$ cat src/rtl/or_accumulator.sv
// Purpose: ORs a batch of up to DEPTH words together and presents the OR plus word count.
// Latency: result valid one cycle after the closing accept or flush edge.
// Backpressure: input is blocked while a result waits; the result holds until out_ready.
module or_accumulator #(
  parameter int S     = 3,
  parameter int DEPTH = 4
) (
  input  logic                clk,
  input  logic                rst_n,
  input  logic                in_valid,
  output logic                in_ready,
  input  logic [(2**S)-1:0]   in_data,
  input  logic                flush,
  output logic                out_valid,
  input  logic                out_ready,
  output logic [(2**S)-1:0]   out_data,
  output logic [7:0]          out_count
);

  typedef enum logic {
    ACCUM = 1'b0,
    HOLD  = 1'b1
  } state_t;

  state_t              state_q, state_d;
  logic [(2**S)-1:0]   acc_q, acc_d;
  logic [7:0]          cnt_q, cnt_d;
  logic [(2**S)-1:0]   out_data_q, out_data_d;
  logic [7:0]          out_count_q, out_count_d;
  logic                in_ready_q, in_ready_d;
  logic                accept;

  // Next-state logic: fold accepted words in, close the batch on a full count or flush,
  // release the held result on the output handshake.
  always_comb begin
    state_d     = state_q;
    acc_d       = acc_q;
    cnt_d       = cnt_q;
    out_data_d  = out_data_q;
    out_count_d = out_count_q;
    accept      = in_valid & in_ready_q;

    case (state_q)
      ACCUM: begin
        if (accept) begin
          acc_d = acc_q | in_data;
          cnt_d = cnt_q + 8'd1;
        end
        // A flush with nothing collected and nothing arriving is a no-op.
        if ((accept && ((cnt_d == 8'(DEPTH)) || flush)) || (flush && (cnt_q != 8'd0))) begin
          state_d     = HOLD;
          out_data_d  = acc_d;
          out_count_d = cnt_d;
        end
      end
      HOLD: begin
        if (out_ready) begin
          state_d = ACCUM;
          acc_d   = '0;
          cnt_d   = 8'd0;
        end
      end
      default: begin
        state_d = ACCUM;
      end
    endcase

    // Ready is registered so it stays low through reset and rises on the first edge after it.
    in_ready_d = (state_d == ACCUM);
  end

  // State and datapath registers; reset discards any partial or pending batch.
  always_ff @(posedge clk or negedge rst_n) begin
    if (!rst_n) begin
      state_q     <= ACCUM;
      acc_q       <= '0;
      cnt_q       <= 8'd0;
      out_data_q  <= '0;
      out_count_q <= 8'd0;
      in_ready_q  <= 1'b0;
    end else begin
      state_q     <= state_d;
      acc_q       <= acc_d;
      cnt_q       <= cnt_d;
      out_data_q  <= out_data_d;
      out_count_q <= out_count_d;
      in_ready_q  <= in_ready_d;
    end
  end

  assign in_ready  = in_ready_q;
  assign out_valid = (state_q == HOLD);
  assign out_data  = out_data_q;
  assign out_count = out_count_q;

endmodule

$ cat config.mk
export PLATFORM = sky130hd
export DESIGN_NAME = or_accumulator
export DESIGN_NICKNAME = d
export VERILOG_FILES = /design/src/rtl/or_accumulator.sv
export SDC_FILE = /design/constraint.sdc
export NUM_CORES = 1
export LEC_CHECK = 0
export ABC_CLOCK_PERIOD_IN_PS = 2090
export BUFFER_PORTS_ARGS = -buffer_cell sky130_fd_sc_hd__buf_2
export CORE_UTILIZATION = 25
export DETAILED_ROUTE_END_ITERATION = 12
export SYNTH_ARGS = -nofsm -noshare
export SYNTH_HDL_FRONTEND = slang
export SYNTH_SLANG_ARGS = --single-unit
$ cat constraint.sdc
create_clock -name clk -period 2.09 [get_ports clk]
set_clock_uncertainty 0.15 [all_clocks]
set_input_delay 0.418 -clock clk [delete_from_list [all_inputs] [get_ports clk]]
set_output_delay 0.418 -clock clk [all_outputs]
set_load 0.02 [all_outputs]
==> run summary <==
Run status: finished with violations
Failing checks: setup timing
Most numerous cell in the Yosys netlist: dfrtp_1
Worst vdd ir: 0.489 mV
PnR worst setup slack: -0.145 ns
Register area share after synthesis: 38.5%
Fmax: 447 MHz
Inst Count DP: 424
Post-Syn Instances: 242
P per Cell Area: 1370 nW/um^2
Total wire length: 7310 um
Die area: 9230 um^2
NumNets Final: 352
RD Place Congestion: 0.910
Seq cells post-synth: 34
Max-cap violations: 0
Die Wd: 96.1 um
Post-DP HPWL: 4850 um
Crit path required time: 2.17 ns
Slew headroom: 67.3%
Arr. time, crit path: 2.32 ns
WS Path Type: register to register
Worst hold slack: 0.00831 ns
Pint: 2.81 mW
Sink Count: 34
Setup WS pre-CTS: -0.249 ns
Pin count of the biggest net entering global routing: 35
Final design utilization: 42.3%
Port Buffers: 30
CORE AREA: 8380 um^2
Critical Path Fanout Max: 8
DRC Markers: 0
Layout area overhead: 60.5%
Met3 WL: 462 um
WL/cell: 16.5 um
Ports: 31
Final min period: 2.24 ns
Tot GR Track Use: 16.1%
Setup crit start kind: register
Switching share of power: 42.4%
Antenna Violating Nets Remaining: 0
Starting DRT DRC Count: 144
Final instance area: 3550 um^2
M1 WL: 3330 um
Most instantiated cells after synthesis: 34 x dfrtp_1, 29 x nand2_1, 13 x nand3_1
Post-Layout Cell Count: 443
Rows: 33
Worst-Margin Slew: 0.479 ns
P_sw: 2.07 mW
Ys async rst share: 100%
Fill cell count: 796
CTS tree: done
Met2 WL: 3430 um
Clock Root Buffer: clkbuf_8
# H-tree levels: 2
Post-synthesis average cell area: 9.14 um^2
Share of cells above drive strength 1: 51.2%
Avg Vias per Cell: 5.35
Initial antenna violation count: 0
Post-synth EDFFs: 0
Leading area contributor after synthesis: dfrtp_1
Unrepaired setup endpoints after global routing: true
First-pass GRT wire length: 11300 um
Yosys cell types: 56
Initial DRT Pass Iterations: 5
Chip height: 96.1 um
Max Root-Sink Buffers: 2
Post-Syn Area: 2210 um^2
Initial Util: 26.4%
Synth top area share: 38.5%
Pins over their slew limit: 0
Clock share of power: 12.6%
Ys flop type: dfrtp_1
Largest cells by area after synthesis: dfrtp_1 38%, nand2_1 4.9%, a2111oi_0 4.4%
Vias in the first global route: 2214
Period utilization: 107%
Diode count: 0
Yosys warnings: 0
Proportion of power drawn by flip-flops and latches: 25.7%
Vias: 2372
Syn nets: 257
Pleak: 1.46 nW
Hold Vio Cnt, Final: 0
DP Area: 3020 um^2
Hold/Removal Path Class: input pin to async pin
Crit end category: register
Final setup vio count: 12
Uppermost layer routed: met4
Inserted Clock Buffers: 5
Clk Latency, worst-skew pair: 0.29 ns
Clock Pin Slew Worst Setup and Hold Paths: 0.08 ns
Gate power share: 61.7%
Grt ovf: 0
Hold_buf cts: 0
-- through the flow --
step	TNS, ns	power [mW]
finish	-1.24	4.88
global route	-2.31	5.23
CTS	-1.04	4.62
detailed placement	-2.94	3.81
global placement	-1.94	3.75
floorplan	-0.436	2.74
-- per-layer routing --
layer,vias to the layer above,GRT usage (%)
met1,1163,22.6
met2,82,25.6
met4,0,3.61
met3,8,2.76
li1,1119,-
met5,-,0
-- power by group through the flow --
stage,registers (mW),clock network [mW],logic [mW]
6_report,1.25,0.614,3.01
5_1_grt,1.30,0.658,3.27
4_1_cts,1.24,0.632,2.75
3_5_place_dp,1.22,0,2.59
3_3_place_gp,1.21,0,2.54
2_1_floorplan,1.34,0,1.40
-- worst max-delay path, cell delays in order, from the launching register on --
cell and delay (ns):
dfrtp_2 0.47, buf_6 0.14, a31o_4 0.24, a211oi_4 0.29, o22ai_4 0.14, buf_12 0.16, or4_1 0.51, nand3_1 0.08
-- flip-flops by register name (all words and copies together) (netlist names) --
register	flops
in_ready	1
out_count	8
out_data	8
cnt_q	8
out_valid	1
acc_q	8
-- worst paths after layout --
kind / slack, ns / cells after the start / from / to
worst max-delay path: -0.15 / 7 / cnt_q[1] / out_data[3]
worst min-delay path: 0.008 / 2 / rst_n / out_count[4]
worst max register to register: -0.15 / 7 / cnt_q[1] / out_data[3]
worst min register to register: 0.34 / 1 / acc_q[6] / acc_q[6]
max in group asynchronous: 1.42 / 2 / rst_n / in_ready
min in group clk: 0.24 / 2 / in_data[6] / acc_q[6]
-- cell type report --
| cell class | instances | area, um^2 | share of cell area, % |
|---|---|---|---|
| clock buffer | 7 | 76.3 | 2.15 |
| clock inverter | 1 | 30.0 | 0.846 |
| inverter | 6 | 27.5 | 0.775 |
| multi-input combinational | 178 | 1560 | 44.1 |
| sequential | 34 | 857 | 24.1 |
| tap | 105 | 131 | 3.70 |
| timing repair buffer | 112 | 863 | 24.3 |
-- logic make-up after synthesis --
kind of cell	share of synthesized area (%)
AO/OA/AOI/OAI	27.3
XOR/XNOR	2.38
adder cells (fa/ha/maj)	1.13
buffers and inverters	6.84
AND/OR/NAND/NOR	23.4
flip-flops	38.5
multiplexers	0.453
-- cells in the final DEF (no fill, tap or decap), drive strengths merged, types with 4 or more instances in the layout --
cell type    n
or4          8
a221oi      11
nand2       29
a211oi       4
inv          5
dfrtp       34
buf        110
nand3       14
clkbuf       9
nor2b       11
o21ai        9
nand4        4
a21oi       12
a2111oi     11
a32o         7
o22ai        5
nor3         5
nor2         7
-- timing repair --
action,4_1_cts,5_1_grt
setup buffers,7,3
setup endpoints to repair,18,18
pin swaps,5,24
gates resized for setup,22,40
gates cloned,0,2
Power figures use the tool's default switching activity.
